$ cat config.mk
export PLATFORM = sky130hd
export DESIGN_NAME = hamming_encoder_tx
export DESIGN_NICKNAME = d
export VERILOG_FILES = /design/src/rtl/hamming_pkg.sv /design/src/rtl/hamming_parity_gen.sv /design/src/rtl/hamming_encoder_tx.sv
export SDC_FILE = /design/constraint.sdc
export NUM_CORES = 1
export LEC_CHECK = 0
export BUFFER_PORTS_ARGS = -buffer_cell sky130_fd_sc_hd__buf_2
export CAP_MARGIN = 20
export CORE_MARGIN = 2
export CORE_UTILIZATION = 40
export CTS_CLUSTER_SIZE = 14
export DETAILED_ROUTE_END_ITERATION = 7
export GPL_ROUTABILITY_DRIVEN = 1
export PLACE_DENSITY = 0.62
export SETUP_SLACK_MARGIN = 0.02
export SYNTH_ARGS = -nofsm -noshare
export SYNTH_HDL_FRONTEND = slang
export SYNTH_SLANG_ARGS = --single-unit
$ cat constraint.sdc
create_clock -name clk -period 2.9 [get_ports clk]
set_input_delay 0.145 -clock clk [delete_from_list [all_inputs] [get_ports clk]]
set_output_delay 0.145 -clock clk [all_outputs]
set_load 0.05 [all_outputs]
$ cat src/rtl/hamming_pkg.sv
// Shared definitions for the extended Hamming(16,11) SECDED link: sizes,
// parity positions, data-to-position map and the reference encode function.
package hamming_pkg;

  localparam int unsigned CODE_W  = 16;
  localparam int unsigned DATA_W  = 11;
  localparam int unsigned CNT_W   = 4;
  localparam int unsigned NUM_PAR = 4;

  localparam int unsigned P0_POS = 0;
  localparam int unsigned P1_POS = 1;
  localparam int unsigned P2_POS = 2;
  localparam int unsigned P4_POS = 4;
  localparam int unsigned P8_POS = 8;

  // din[i] lands at codeword position DATA_POS[i]
  localparam int unsigned DATA_POS [DATA_W] = '{3, 5, 6, 7, 9, 10, 11, 12, 13, 14, 15};

  typedef logic [CODE_W-1:0] codeword_t;
  typedef logic [DATA_W-1:0] data_t;
  typedef logic [CNT_W-1:0]  pos_t;

  typedef struct packed {
    logic  inj_en;
    pos_t  inj_pos;
    data_t data;
  } tx_req_t;

  typedef enum logic {
    ST_IDLE,
    ST_SHIFT
  } state_e;

  // Position 0 carries overall parity so the full word has even weight.
  function automatic codeword_t hamming_encode(input data_t d);
    codeword_t cw;
    logic      p;
    cw = '0;
    for (int unsigned i = 0; i < DATA_W; i++) begin
      cw[CNT_W'(DATA_POS[i])] = d[i];
    end
    for (int unsigned k = 0; k < NUM_PAR; k++) begin
      p = 1'b0;
      for (int unsigned j = 1; j < CODE_W; j++) begin
        if ((((j >> k) & 32'd1) != 32'd0) && (j != (32'd1 << k))) begin
          p = p ^ cw[CNT_W'(j)];
        end
      end
      cw[CNT_W'(32'd1 << k)] = p;
    end
    cw[CNT_W'(P0_POS)] = ^cw[CODE_W-1:1];
    return cw;
  endfunction

endpackage

$ cat src/rtl/hamming_parity_gen.sv
// Combinational encode of an 11-bit data word into the 16-bit SECDED codeword.
module hamming_parity_gen
  import hamming_pkg::*;
(
  input  data_t     din,
  output codeword_t codeword_c
);

  assign codeword_c = hamming_encode(din);

endmodule

$ cat src/rtl/hamming_encoder_tx.sv
// Serial Hamming(16,11) SECDED transmitter: accepts a word via valid/ready,
// optionally flips one codeword bit, and shifts the codeword out LSB first.
module hamming_encoder_tx
  import hamming_pkg::*;
#(
  parameter logic IDLE_LEVEL = 1'b0
) (
  input  logic              clk,
  input  logic              rst_n,
  input  logic [DATA_W-1:0] din,
  input  logic              load,
  output logic              ready,
  input  logic              inj_en,
  input  logic [CNT_W-1:0]  inj_pos,
  output logic              dataout,
  output logic              dvalid,
  output logic              sof
);

  state_e    state_q, state_d;
  pos_t      count_q, count_d;
  codeword_t shreg_q, shreg_d;
  logic      dataout_q, dataout_d;
  logic      dvalid_q, dvalid_d;
  logic      sof_q, sof_d;

  tx_req_t   req_c;
  codeword_t enc_c;
  codeword_t load_cw_c;
  logic      last_c;
  logic      accept_c;

  assign req_c = '{inj_en: inj_en, inj_pos: inj_pos, data: din};

  hamming_parity_gen u_parity_gen (
    .din        (req_c.data),
    .codeword_c (enc_c)
  );

  // Injection sits after parity generation so the decoder sees a true error.
  assign load_cw_c = enc_c ^ (CODE_W'(req_c.inj_en) << req_c.inj_pos);

  assign last_c   = (count_q == CNT_W'(CODE_W - 1));
  assign ready    = (state_q == ST_IDLE) || last_c;
  assign accept_c = load && ready;

  always_ff @(posedge clk or negedge rst_n) begin
    if (!rst_n) begin
      state_q   <= ST_IDLE;
      count_q   <= '0;
      shreg_q   <= '0;
      dataout_q <= IDLE_LEVEL;
      dvalid_q  <= 1'b0;
      sof_q     <= 1'b0;
    end else begin
      state_q   <= state_d;
      count_q   <= count_d;
      shreg_q   <= shreg_d;
      dataout_q <= dataout_d;
      dvalid_q  <= dvalid_d;
      sof_q     <= sof_d;
    end
  end

  // count_q always names the codeword position currently on dataout.
  always_comb begin
    state_d   = state_q;
    count_d   = count_q;
    shreg_d   = shreg_q;
    dataout_d = IDLE_LEVEL;
    dvalid_d  = 1'b0;
    sof_d     = 1'b0;

    case (state_q)
      ST_IDLE: begin
        if (accept_c) begin
          state_d   = ST_SHIFT;
          count_d   = '0;
          shreg_d   = load_cw_c;
          dataout_d = load_cw_c[0];
          dvalid_d  = 1'b1;
          sof_d     = 1'b1;
        end
      end
      ST_SHIFT: begin
        if (!last_c) begin
          count_d   = count_q + CNT_W'(1);
          shreg_d   = shreg_q >> 1;
          dataout_d = shreg_q[1];
          dvalid_d  = 1'b1;
        end else if (accept_c) begin
          count_d   = '0;
          shreg_d   = load_cw_c;
          dataout_d = load_cw_c[0];
          dvalid_d  = 1'b1;
          sof_d     = 1'b1;
        end else begin
          state_d = ST_IDLE;
          count_d = '0;
          shreg_d = '0;
        end
      end
      default: begin
        state_d = ST_IDLE;
        count_d = '0;
        shreg_d = '0;
      end
    endcase
  end

  assign dataout = dataout_q;
  assign dvalid  = dvalid_q;
  assign sof     = sof_q;

endmodule
# Word level (Yosys, flattened, before mapping)
# Index checks and enable logic that the tools add are counted.
# word_totals
inputBits,19
output_inout_bits,4
regBits,23
elab_cells,53
# op_classes
shift,1
n_reduce_logical,3
addsub,1
bitwise,26
n_mux,15
eq_ne,2
# ops
op,count
$mux W16,3
$pmux W16 S2,1
$xor A1 B1 Y1,24
$shl A1 B4 Y16,1
$xor A16 B16 Y16,1
$reduce_xor A15 Y1,1
$mux W4,2
$pmux W4 S2,1
$pmux W1 S2,3
$mux W1,5
$add A4 B1 Y4 const B,1
$eq A4 B4 Y1 const B,1
$ne A2 B2 Y1 const B,1
$logic_and A1 B1 Y1,1
$logic_or A1 B1 Y1,1
$not A1 Y1,1

# Longest topological paths before layout
# Gate-level depths: netlist of run 1.
# depth
depth_word,11
depth_mapped,7
depth_no_buf,6

# Hierarchy
# A second synthesis of run 1 with hierarchy kept.
# hier_totals
hier_cells,169
hier_area_um2,1675.4
# modules_own_cells
mod,instances,cells_per_inst,area_each_um2
hamming_encoder_tx,1,136,1321.3
hamming_parity_gen,1,33,354.1

# Least setup slack after synthesis of run 1
# OpenSTA, ideal clock, no wires.
# synth_timing
kind,flip-flop to flip-flop
start,register count_q[0]
end,register shreg_q[10]
t_arrival_ps,1476
required_time_ps,2774
path_slack_ps,1298
path_stages_with_launch,8
n_path_buf,2
setup_ps,126
path_cell_list,dfrtp_1 ha_1 nand3_1 and2_1 buf_6 clkbuf_1 a221oi_1 nor2_1
# synth_via
elab_chain_cells,6
# synth_lines
element,line,source
"start, declared",hamming_encoder_tx.sv:21,"pos_t count_q, count_d;"
"start signal, assigned",hamming_encoder_tx.sv:57,count_q <= count_d;
$eq A4 B4 Y1 *,hamming_encoder_tx.sv:43,assign last_c = (count_q == CNT_W'(CODE_W - 1));
$logic_or A1 B1 Y1,hamming_encoder_tx.sv:44,assign ready = (state_q == ST_IDLE) || last_c;
$logic_and A1 B1 Y1,hamming_encoder_tx.sv:45,assign accept_c = load && ready;
$mux W16,hamming_encoder_tx.sv:91,end else if (accept_c) begin
$mux W16,hamming_encoder_tx.sv:86,if (!last_c) begin
$pmux W16 S2,hamming_encoder_tx.sv:74,case (state_q)
"end signal, assigned",hamming_encoder_tx.sv:58,shreg_q <= shreg_d;
"end, declared",hamming_encoder_tx.sv:22,"codeword_t shreg_q, shreg_d;"
# Every way passes the cells marked *; elsewhere a longest branch is shown, timed or not.
# A chain may end at the register's enable or synchronous reset.

# Final worst setup path of run 1
# layout_timing
start,register count_q[0]
end,output ready
# layout_via
elab_chain_cells,2
# layout_lines
element,line,source
$eq A4 B4 Y1,hamming_encoder_tx.sv:43,
$logic_or A1 B1 Y1,hamming_encoder_tx.sv:44,
"end, declared",hamming_encoder_tx.sv:12,"output logic ready,"
# No other way between the ends.

==> metrics.txt, run 1 <==
R2R depth=6; max_cap viols=0; worst slew pin tran=650 ps; Power Density=~730 mW/mm^2; Worst Hold Depth=3; final hold vios=0; synth top area cells=dfrtp_1 (38%), xnor3_1 (11%), nor2_1 (11%); combinational share of power=0.438; total CTS buffers=3; clock root cell=clkbuf_4; CTS tree=yes; nets=194; synth cell count leaders=nor2_1 (41), dfrtp_1 (22), a221oi_1 (14), xor2_1 (14); Slew HR=0.566; # Post-CTS Setup Buffers=0; Crit Path Class=reg2out; Yosys reg bits=22; yosys warns=0; count leader, synth=nor2_1; worst hold start=load; Critical Path RT=2760 ps; critical path launch point type=flip-flop; vias in the first global route=1140; Tot Pwr=approximately 0.0012 W; hold buffers post-CTS=1; WL final=3260 um; RSZ-0062 raised after global routing=false; Post-synth EDFFs=0; global route hottest layer=met2; critical path arrival=2030 ps; Setup Skew=around 1.1 ps; Syn Inst Count=150; post_cts resized=0; Die Width=64.2 um; post-synth top area share=0.380; Area Overhead vs Synth=13.7%; final setup fails=0; worst r2r src=count_q[0]; met2 Use GR=0.281; sequential fraction of the synthesis area=0.380; Placement Cell Area=0.00160 sq mm; Ports=23; full die area=0.00412 sq mm; post-synthesis area per instance=9.67 sq um; r2r setup slk=1100 ps; DRT Pass-1 Iters=4; grt ovf=0; syn_nets=170; clock share of power=0.145; largest area contributor in the netlist=dfrtp_1; Pleak=roughly 0.83 nW; CP Max Fanout=16; initial cell density of the core=0.425; Fill cells=338; part of the cycle the worst path needs=0.748; IR Drop Worst-Case VDD=~280 uV; Avg WL per Cell=14.9 um; Reg-to-Reg End=shreg_q[15]; Yosys cell types=25; drt drc=0; switching part of the total=0.382; final non-filler cell total=219; n_diodes=0; worst-skew pair later-pin latency=just over 300 ps; pin count of the biggest net entering global routing=23; Sink Count=22; clock slew seen by the registers of the worst setup and hold paths=130 ps; number of I/O port buffers=22; Highest Clock Rate=461 MHz; DRT iter0 DRCs=69; crit path from=count_q[0]; vias per inst=5.33; NetSw=0.000461 W; initial antenna violation count=0; sequential share of power=0.418; Pint=0.000746 W; vias=between 1000 and 1500; core box area=0.00342 sq mm; Final Instance Area=0.00165 sq mm; Hold Path End=dvalid; Post-synth ARST share=1.00; Slew Limit Fails=0; post-layout min period=roughly 2200 ps; Bufs on Longest Clock Path=2; GR Util met1=0.236; gr usage total=0.171; layout cells sized above 1=0.185; setup TNS=0 ps; Post-Syn Area=0.00145 sq mm; H-tree levels=1; top_reg_cell synth=dfrtp_1; Final ANT Viol Nets=0; Inst Count DP=214; gpl congestion=0.916; row count=21; GR Util met3=0.00704; HPWL after DPL=2510 um; hold slack final=68.7 ps; die height=about 64 um; worst min path class=in2reg; Critical Path Sink Type=output port; first-pass GRT wire length=~5500 um; status=complete, no violations
## power by group through the flow
| stage | logic [W] | registers [W] | clock network, W |
|---|---|---|---|
| 2_1_floorplan | 0.000390 | 0.000520 | 0 |
| 3_3_place_gp | 0.000508 | 0.000503 | 0 |
| 3_5_place_dp | 0.000528 | 0.000510 | 0 |
| 4_1_cts | 0.000530 | 0.000504 | 0.000179 |
| 5_1_grt | 0.000585 | 0.000517 | 0.000194 |
| 6_report | 0.000528 | 0.000504 | 0.000175 |
## cells by family (layout without fill, tap and decap cells)
kind of cell	after synthesis	in the layout	synth area share
compound gates	24	24	0.124
xor+xnor	31	31	0.274
fa+ha+maj	1	1	0.00863
buf+inv	10	33	0.0311
flops	22	22	0.380
simple gates	62	62	0.182
## layer usage
metal	share of wire	vias up
li1	-	563
met1	0.48	555
met2	0.46	43
met3	0.037	7
met4	0.019	0
met5	0	-
## worst max path at each step
stage                             end  slack (ps)  cells after the start
after floorplan           shreg_q[10]        1300                      7
after global placement     shreg_q[1]        1120                      6
after detailed placement   shreg_q[2]        1010                      6
after CTS                       ready         750                      5
after global routing            ready         580                      5
final                           ready         730                      5
## worst max-delay path, cell delays in order (launching register included)
cell and delay (ps):
dfrtp_1 450, ha_1 250, nand3_1 110, and2_1 550, inv_2 110, buf_2 240
## sequential cells by signal (all words and copies together) (netlist names)
register	flops
count_q	4
dataout	1
dvalid	1
shreg_q	15
sof	1
## cell usage in the layout, fill, tap and decap left out
cell type      instances
xor2_1                14
xnor2_2                2
dfrtp_1               22
or2_1                  1
xnor3_1                7
a221oi_1              14
inv_2                  1
xnor3_2                1
or3b_1                 1
nor3_1                 4
buf_2                 22
xnor2_1                7
o21ai_0                2
a21oi_1                1
nand3b_1               2
nand2_1                7
dlygate4sd3_1          1
a22o_1                 2
nand3_1                3
clkbuf_8               1
inv_1                  3
clkbuf_4               3
buf_4                  2
nand2b_1               2
and2_1                 1
ha_1                   1
nor2_1                41
o21ai_1                5
## area by class of cell
cell class,count,area [sq um],share of cell area
clock buffers,4,36.3,0.0220
inverters,4,15.0,0.00910
multi-input cells,118,855,0.518
flip-flops and latches,22,551,0.334
repair buffers,25,135,0.0819
well taps,46,57.6,0.0349
## per-stage QoR
stage	util	setup WS, ps
after CTS	0.483	748
after global placement	0.469	1120
after global routing	0.483	585
final	0.483	729
after floorplan	-	1300
after detailed placement	0.469	1010
(Power assumes the default switching activity.)
==> run 2, diff against run 1 <==
clock period = 2.24 ns   (was 2.9 ns; I/O delays follow)
==> metrics.txt, run 2 (synthesized netlist as in run 1, its figures left out) <==
die height=64.2 um; full die area=0.00412 sq mm; Crit Path Class=reg2out; Slew Limit Fails=0; Setup Skew=approximately 13 ps; Largest regs=shreg_q (15), count_q (4); worst min path class=in2reg; Pint=0.000962 W; gr usage total=0.160; r2r setup slk=a little over 300 ps; CP Max Fanout=16; worst r2r src=count_q[0]; drt drc=0; worst slew pin tran=952 ps; worst-skew pair later-pin latency=310 ps; clock share of power=0.142; Critical Path RT=between 2000 and 2500 ps; n_diodes=0; R2R depth=5; final setup fails=0; Sink Count=22; Avg WL per Cell=14.1 um; Fill cells=333; Power Density=937 mW/mm^2; initial antenna violation count=0; combinational share of power=0.436; Hold Path End=dvalid; dpl ws=approximately 360 ps; Top reg by flops=shreg_q; status=complete, no violations; row count=21; setup ws final=157 ps; CTS tree=yes; layout cells sized above 1=0.180; max_cap viols=0; total CTS buffers=3; Ports=23; vias in the first global route=1082; slowest cell delay on critical path=510 ps; DRT iter0 DRCs=61; nets=193; Final ANT Viol Nets=0; Area Overhead vs Synth=13.2%; WL final=just over 3000 um; final hold vios=0; Bufs on Longest Clock Path=2; sequential share of power=0.422; Critical Path Sink Type=output port; NetSw=0.000575 W; Reg-to-Reg End=shreg_q[8]; switching part of the total=0.374; core box area=0.00342 sq mm; post-layout min period=2080 ps; Slowest cell on crit path=and2_1; commonest non-fill, non-tap cells in the layout=nor2_1 (41), dfrtp_1 (22), buf_2 (22); gpl congestion=0.910; IR Drop Worst-Case VDD=298 uV; clock root cell=clkbuf_4; Slew HR=0.361; flip-flop count of the largest register after layout=15; critical path arrival=between 1500 and 2000 ps; hold buffers post-CTS=1; critical path launch point type=flip-flop; hold slack final=31.7 ps; setup TNS=0 ps; number of I/O port buffers=22; Highest Clock Rate=480 MHz; DRT Pass-1 Iters=4; pin count of the biggest net entering global routing=23; first-pass GRT wire length=between 5000 and 6000 um; grt ovf=0; Pleak=0.825 nW; post_cts resized=0; initial cell density of the core=0.425; RSZ-0062 raised after global routing=false; HPWL after DPL=between 2000 and 2500 um; Die Width=64.2 um; crit-path cells=ha_1 > nand3_1 > and2_1 > inv_2 > buf_2; clock slew seen by the registers of the worst setup and hold paths=130 ps; worst hold start=load; commonest non-fill, non-tap cell in the layout=nor2_1; # Post-CTS Setup Buffers=0; part of the cycle the worst path needs=0.930; Worst Hold Depth=3; vias=about 1100; vias per inst=5.04; H-tree levels=1
==> run 2: cell count changes in the layout (fill, tap and decap cells not counted) <==
cell   delta
buf_4     -1
==> run 2: layout make-up <==
type                    instances  area [sq um]  area share
multi-input cells             118           855       0.521
inverters                       4          15.0     0.00915
flip-flops and latches         22           551       0.335
well taps                      46          57.6      0.0351
repair buffers                 24           128      0.0777
clock buffers                   4          36.3      0.0221
==> run 2: worst max path at each step <==
stage,start,endpoint,cells after the start
3_3_place_gp,count_q[0],shreg_q[7],5
4_1_cts,count_q[0],ready,5
3_5_place_dp,count_q[0],shreg_q[8],5
5_1_grt,count_q[0],ready,5
2_1_floorplan,count_q[0],shreg_q[10],7
6_report,count_q[0],ready,5
==> run 2: layer usage <==
metal  global-route usage  vias to the layer above  routed length [um]
met2                0.262                       51                1460
met3               0.0123                        4                 153
met4               0.0718                        0                  47
met1                0.216                      482                1410
met5                    0                        -                   0
li1                     -                      561                   -
==> run 2: through the flow <==
stage,utilization,std cells,total power (W),cell area (sq um)
3_5_place_dp,0.467,213,0.00133,1600
4_1_cts,0.481,218,0.00155,1640
2_1_floorplan,-,150,0.00118,1450
6_report,0.481,218,0.00154,1640
5_1_grt,0.481,218,0.00165,1640
3_3_place_gp,0.467,213,0.00131,1600
==> run 2: power by group through the flow <==
stage	Sequential, W	Combinational (W)	Clock (W)
final	0.000648	0.000670	0.000219
after detailed placement	0.000652	0.000677	0
after floorplan	0.000673	0.000505	0
after global routing	0.000667	0.000742	0.000240
after global placement	0.000648	0.000663	0
after CTS	0.000646	0.000681	0.000226
==> run 2: worst max-delay path, delay by kind of cell, from the launching register on <==
family / cells / cell delay (ps)
and+or+nand+nor: 2 / 610
buffers and inverters: 2 / 360
DFF: 1 / 440
adders and majority gates: 1 / 250
